==> src/rtl/serial_addsub_pkg.sv <==
// ============================================================================
// Module   : serial_addsub_pkg
// Brief    : Shared state encoding and default width for the serial add/sub.
// Revision : 1.0 - initial release
// ============================================================================
`default_nettype none

package serial_addsub_pkg;

    localparam int DEFAULT_WIDTH = 8;

    typedef enum logic [1:0] {
        S_IDLE = 2'd0,
        S_RUN  = 2'd1,
        S_DONE = 2'd2
    } state_t;

endpackage

`default_nettype wire

==> src/rtl/serial_addsub_fa_cell.sv <==
// ============================================================================
// Module   : fa_cell
// Brief    : Structural 1-bit full adder built from gate primitives.
// Revision : 1.0 - initial release
// ============================================================================
`default_nettype none

module fa_cell (
    input  logic a,
    input  logic b,
    input  logic ci,
    output logic s,
    output logic co
);

    wire w_p;
    wire w_g;
    wire w_pc;
    wire w_s;
    wire w_co;

    xor u_xor_p  (w_p,  a,   b);
    xor u_xor_s  (w_s,  w_p, ci);
    and u_and_g  (w_g,  a,   b);
    and u_and_pc (w_pc, w_p, ci);
    or  u_or_co  (w_co, w_g, w_pc);

    assign s  = w_s;
    assign co = w_co;

endmodule

`default_nettype wire

==> src/rtl/serial_addsub.sv <==
// ============================================================================
// Module   : serial_addsub
// Brief    : Bit-serial adder/subtractor, LSB first, one full-adder cell reused
//            over WIDTH cycles with start/busy/done handshake.
// Revision : 1.0 - initial release
// ============================================================================
`default_nettype none

module serial_addsub
    import serial_addsub_pkg::*;
#(
    parameter int WIDTH = DEFAULT_WIDTH,
    parameter int CNT_W = $clog2(WIDTH)
) (
    input  logic             clk,
    input  logic             rst,
    input  logic             start,
    input  logic [WIDTH-1:0] a,
    input  logic [WIDTH-1:0] b,
    input  logic             cin,
    input  logic             sub,
    output logic             busy,
    output logic             done,
    output logic [WIDTH-1:0] sum,
    output logic             cout,
    output logic             ovf
);

    state_t             state_q, state_d;
    logic [WIDTH-1:0]   a_sh_q, a_sh_d;
    logic [WIDTH-1:0]   b_sh_q, b_sh_d;
    logic [WIDTH-1:0]   res_q, res_d;
    logic [WIDTH-1:0]   sum_q, sum_d;
    logic [CNT_W-1:0]   cnt_q, cnt_d;
    logic               carry_q, carry_d;
    logic               cout_q, cout_d;
    logic               ovf_q, ovf_d;
    logic               busy_q, busy_d;
    logic               done_q, done_d;

    logic               w_s_bit;
    logic               w_c_bit;
    logic               w_last;

    fa_cell u_fa (
        .a  (a_sh_q[0]),
        .b  (b_sh_q[0]),
        .ci (carry_q),
        .s  (w_s_bit),
        .co (w_c_bit)
    );

    assign w_last = (cnt_q == CNT_W'(WIDTH - 1));

    always_comb begin
        state_d = state_q;
        a_sh_d  = a_sh_q;
        b_sh_d  = b_sh_q;
        res_d   = res_q;
        sum_d   = sum_q;
        cnt_d   = cnt_q;
        carry_d = carry_q;
        cout_d  = cout_q;
        ovf_d   = ovf_q;
        busy_d  = busy_q;
        done_d  = done_q;

        case (state_q)
            S_IDLE, S_DONE: begin
                done_d  = 1'b0;
                state_d = S_IDLE;
                if (start) begin
                    // Subtraction as a + ~b + ~borrow_in
                    a_sh_d  = a;
                    b_sh_d  = sub ? ~b : b;
                    carry_d = cin ^ sub;
                    cnt_d   = '0;
                    busy_d  = 1'b1;
                    state_d = S_RUN;
                end
            end
            S_RUN: begin
                res_d   = {w_s_bit, res_q[WIDTH-1:1]};
                a_sh_d  = a_sh_q >> 1;
                b_sh_d  = b_sh_q >> 1;
                carry_d = w_c_bit;
                if (w_last) begin
                    // carry_q is still the carry into the MSB on this edge
                    sum_d   = {w_s_bit, res_q[WIDTH-1:1]};
                    cout_d  = w_c_bit;
                    ovf_d   = carry_q ^ w_c_bit;
                    cnt_d   = '0;
                    busy_d  = 1'b0;
                    done_d  = 1'b1;
                    state_d = S_DONE;
                end else begin
                    cnt_d = cnt_q + 1'b1;
                end
            end
            default: begin
                busy_d  = 1'b0;
                done_d  = 1'b0;
                state_d = S_IDLE;
            end
        endcase
    end

    always_ff @(posedge clk) begin
        if (rst) begin
            state_q <= S_IDLE;
            a_sh_q  <= '0;
            b_sh_q  <= '0;
            res_q   <= '0;
            sum_q   <= '0;
            cnt_q   <= '0;
            carry_q <= 1'b0;
            cout_q  <= 1'b0;
            ovf_q   <= 1'b0;
            busy_q  <= 1'b0;
            done_q  <= 1'b0;
        end else begin
            state_q <= state_d;
            a_sh_q  <= a_sh_d;
            b_sh_q  <= b_sh_d;
            res_q   <= res_d;
            sum_q   <= sum_d;
            cnt_q   <= cnt_d;
            carry_q <= carry_d;
            cout_q  <= cout_d;
            ovf_q   <= ovf_d;
            busy_q  <= busy_d;
            done_q  <= done_d;
        end
    end

    assign busy = busy_q;
    assign done = done_q;
    assign sum  = sum_q;
    assign cout = cout_q;
    assign ovf  = ovf_q;

endmodule

`default_nettype wire

==> config.mk <==
export PLATFORM = sky130hd
export DESIGN_NAME = serial_addsub
export DESIGN_NICKNAME = d
export VERILOG_FILES = /design/src/rtl/serial_addsub_pkg.sv /design/src/rtl/serial_addsub_fa_cell.sv /design/src/rtl/serial_addsub.sv
export SDC_FILE = /design/constraint.sdc
export NUM_CORES = 1
export LEC_CHECK = 0
export ABC_AREA = 0
export BUFFER_PORTS_ARGS = -buffer_cell sky130_fd_sc_hd__buf_2
export CAP_MARGIN = 20
export CORE_MARGIN = 2
export CORE_UTILIZATION = 35
export CTS_BUF_LIST = sky130_fd_sc_hd__clkbuf_16
export DETAILED_ROUTE_END_ITERATION = 10
export HOLD_SLACK_MARGIN = 0.03
export SLEW_MARGIN = 20
export SYNTH_ARGS = -nofsm -noshare
export SYNTH_HDL_FRONTEND = slang
export SYNTH_SLANG_ARGS = --single-unit
==> constraint.sdc <==
create_clock -name clk -period 3.8 [get_ports clk]
set_input_delay 0.57 -clock clk [delete_from_list [all_inputs] [get_ports clk]]
set_output_delay 0.57 -clock clk [all_outputs]
set_load 0.01 [all_outputs]
======== Word level (Yosys, flattened, before mapping) ========
Cells that the tools add are included.
word-level totals
  output and inout port bits .............. 12
  logic and storage cells ................. 49
  bits in registers ....................... 42
  bits of input ports ..................... 21
operators by class
  bitwise logic cells ..................... 9
  multiplexer cells ....................... 16
  reductions and logical operators ........ 7
  $add $sub $neg .......................... 1
  equality and inequality tests ........... 5
operator list
  kind                 count
  $pmux 8 s2           2
  $mux 8               3
  $not 8->8            1
  $mux 3               2
  $pmux 3 s2           1
  $reduce_and 2->1     3
  $mux 1               4
  $ne 2x2->1 const B   2
  $pmux 1 s2           2
  $pmux 2 s2           1
  $reduce_or 2->1      2
  $xor 1x1->1          4
  $add 3x1->3 const B  1
  $eq 3x3->1 const B   1
  $and 1x1->1          2
  $eq 2x1->1 const B   1
  $eq 2x2->1 const B   1
  $logic_not 2->1      1
  $mux 2               1
  $reduce_bool 2->1    1
  $not 1->1            1
  $or 1x1->1           1

======== Depth between registers and ports, before layout ========
  depth in word-level cells ............... 4
  depth in mapped cells ................... 6
  gate-level depth less buffers ........... 5

======== Cells and area by module ========
A second synthesis with hierarchy kept.
second synthesis, totals
  cells, all modules ...................... 198
  area, all modules ....................... 1,712.9 µm²
modules (own cells, without submodules)
  module         area each (µm²)  seq. area each (µm²)  times used  cells each
  serial_addsub  1,692.9          820.8                 1           197
  fa_cell        20.0             0.0                   1           1

======== Worst setup path before layout ========
OpenSTA, ideal clock, no wires.
  path kind ............................... input-to-reg
  from .................................... input start
  to ...................................... register b_sh_q[0]
  setup time .............................. 0.138 ns
  setup slack ............................. 2.470 ns
  arrival ................................. 1.191 ns
  buffers on the path ..................... 2
  data required time ...................... 3.662 ns
  stages .................................. 5
  cells stage by stage .................... nor2b_1 buf_4 buf_4 a22oi_1 a21oi_1
on the way
  longest elaborated chain between the ends .. 2
RTL lines
  what                               line                  RTL
  from (decl)                        serial_addsub.sv:17   input logic start,
  $ne 2x2->1 (no source line)        n/a
  $reduce_and 2->1 (no source line)  n/a
  to (signal assigned)               serial_addsub.sv:124  b_sh_q <= b_sh_d;
  to (decl)                          serial_addsub.sv:31   logic [WIDTH-1:0] b_sh_q, b_sh_d;
Every way passes these cells.
A chain may end at the register's enable or synchronous reset.

======== Worst setup path after layout ========
  from .................................... register cnt_q[0]
  to ...................................... register cout_q, in the netlist cout
on the way
  longest elaborated chain between the ends .. 2
RTL lines
  what                               line                  RTL
  from (decl)                        serial_addsub.sv:34   logic [CNT_W-1:0] cnt_q, cnt_d;
  from (signal assigned)             serial_addsub.sv:127  cnt_q <= cnt_d;
  $eq 3x3->1                         serial_addsub.sv:53   assign w_last = (cnt_q == CNT_W'(WIDTH - 1));
  $reduce_and 2->1 (no source line)  n/a
  to (signal assigned)               serial_addsub.sv:129  cout_q <= cout_d;
  to (decl)                          serial_addsub.sv:36   logic cout_q, cout_d;
Every way passes these cells.

==> results.toml <==
[pwr]
switching_share = 0.225
ir_worst_vdd_uv = 254
p_seq_frac = 0.453
p_leak_nw = 0.792
clkPwrFrac = 0.454
p_comb_frac = 0.093
p_int_mw = 0.790
pwr_density_cell_nw_per_um2 = 488
power.total_mw = 1.02
p_switching_mw = 0.229

[floorplan]
ios = 33
start_util = 0.360
dieWidth_um = 76.3
num_rows = 26
die_h_um = 76.3
die_area_sq_um = 5820
core-area_sq_um = 5070

[global_routing]
grt_remaining_overflow = 0
antenna_found_initial = 0
grt_pass1_vias = 1342
grt_pass1_wl_um = 6200
grt_start_max_net_pins = 42
grtUsageTotal = 0.128

[finish]
layout_common_cells = "dfxtp_1, buf_2, nand2_1, nand3_1, a21oi_1"
drive_above_1_share = 0.236
final_common_cell = "dfxtp_1"
fin_util = 0.412
final_cells = 290
synthToLayoutAreaGrowth_pct = 14.4
diodes = 0
nets = 245

[sta]
finalSetupTns_ns = 0
rsz0062_at_grt = "no"
fmax_mhz = 593
min_period_over_period = 0.444
final-max-slew-violation-count = 0
layout_min_cycle_time_ns = 1.69
fin_skew_ns = 0.00390
max_slew_margin = 0.437
hold_viol = 0
setup_violations = 0
max_slew.worst_pin.slew_ns = 0.844

[yosys]
postSynthCellCount = 200
syn_avg_cell_area_sq_um = 9.14
netlist.top_cell.by_area = "dfxtp_1"
synth_seq_area_share = 0.449
synth-seq-cells = 41
synth-edff-count = 0
syn_area_sq_um = 1830
ys_warn_count = 0
yosys_most_used_dff = "dfxtp_1"
synth_nets = 225
synth_top_area_share = 0.449
ys_top_cells_by_area = "dfxtp_1, a21oi_1, nand3_1, a22oi_1, nand2_1"
async_flop_share = 0
synth_cell_types = 35

[status]
status = "finished clean"

[placement]
dp_hpwl_um = 2180
placed_cells = 283
gp_congestion = 0.685
port_buffers = 32

[setup_path]
critPathKind = "flip-flop to flip-flop"
worstPathMaxFanout = 12
regToRegEndpoint = "cout"
r2r_start = "cnt_q[0]"
r2r_slack_ns = 2.11
cp.required_ns = 3.92
cp-startpoint = "cnt_q[0]"
r2r_cells = 5
crit_end = "cout"
arrival_ns = 1.81
crit_path_start_kind = "flip-flop"
cp-end-kind = "flip-flop"

[route]
ant_nets = 0
met3WireLength_um = 182
wire_per_inst_um = 12.0
routed_wl_um = 3490
vias = 1410
top_layer_used = "met4"
drc = 0
vias_per_cell = 4.86
drt_iter0_drc = 89
first_pass_iters = 4
wl_met1_um = 1750
dr_wl_met2_um = 1550

[clocking]
clk_path_buf_depth = 2
clk_latency_ns = 0.28
post_cts_buffers = 0
root_buffer = "clkbuf_16"
clkSinkCount = 41
cts_tree = "done"
post_cts_resize_count = 0
cts_hold_buf = 0
h-tree-depth = 2
numCtsBuffers = 5
path_clk_slew_ns = 0.05

[job]
cap_violations = 0

[hold_path]
hold_class = "flip-flop to flip-flop"
min_from = "sum[7]"
[worst min-delay path by stage]
stage | to | slack, ns | cells after the start
after CTS | sum[2] | 0.45 | 2
after detailed placement | sum[2] | 0.44 | 2
after global placement | sum[4] | 0.44 | 2
after global routing | sum[4] | 0.47 | 2
final | sum[7] | 0.45 | 2
after floorplan | b_sh_q[7] | 0.44 | 2
[stage by stage]
step	hold slack, ns	cell area [sq um]	worst slack, ns
floorplan	0.438	1830	2.47
CTS	0.452	2090	2.07
finish	0.449	2090	2.11
global route	0.468	2090	1.91
detailed placement	0.443	1930	2.07
global placement	0.440	1930	1.73
[metal layers]
| metal | vias up | track usage |
|---|---|---|
| met5 | - | 0 |
| met4 | 0 | 0.0327 |
| met3 | 2 | 0.0403 |
| met2 | 40 | 0.200 |
| met1 | 630 | 0.172 |
| li1 | 738 | - |
[Yosys cell counts (all sizes together) (2+ instances only)]
master and count:
xor2 9, a21oi 35, nand2b 2, a22oi 14, nor2 5, nand2 27, dfxtp 41, nand3b 2
nor2b 2, clkbuf 6, nor3 2, ha 3, nand3 28, buf 13
[sequential cells by signal (all words and copies together) (netlist names)]
| register | count |
|---|---|
| res_q | 7 |
| ovf | 1 |
| state_q | 2 |
| cout | 1 |
| busy | 1 |
| done | 1 |
| carry_q | 1 |
| cnt_q | 3 |
| sum | 8 |
| b_sh_q | 8 |
| a_sh_q | 8 |
[cells by family (layout without fill, tap and decap cells)]
logic type | Yosys count | in the layout | share of synthesized area
XOR/XNOR | 10 | 10 | 0.0479
multiplexers | 1 | 1 | 0.00548
AND/OR/NAND/NOR | 70 | 70 | 0.190
buffers and inverters | 20 | 40 | 0.0828
adder cells (fa/ha/maj) | 4 | 4 | 0.0315
AO/OA/AOI/OAI | 54 | 54 | 0.194
flip-flops | 41 | 41 | 0.449
[cell type report]
cell class	instances	area, sq um
Clock buffer	5	125
Clock inverter	2	35.0
Fill cell	566	2980
Inverter	1	3.75
Multi-Input combinational cell	139	858
Sequential cell	41	821
Tap cell	70	87.6
Timing Repair Buffer	32	160
[power groups by stage]
stage	combinational, mW	clock [mW]	sequential, mW
floorplan	0.0905	0	0.467
global placement	0.0966	0	0.470
detailed placement	0.0961	0	0.471
CTS	0.0965	0.477	0.462
global route	0.108	0.493	0.464
finish	0.0951	0.462	0.462
[worst max-delay path, cell delays in order (launching register included)]
cell and delay, ns:
dfxtp_1 0.35, ha_1 0.18, ha_1 0.41, nand3b_1 0.36, nand2_1 0.16, a21oi_1 0.07
Power figures use the tool's default switching activity.
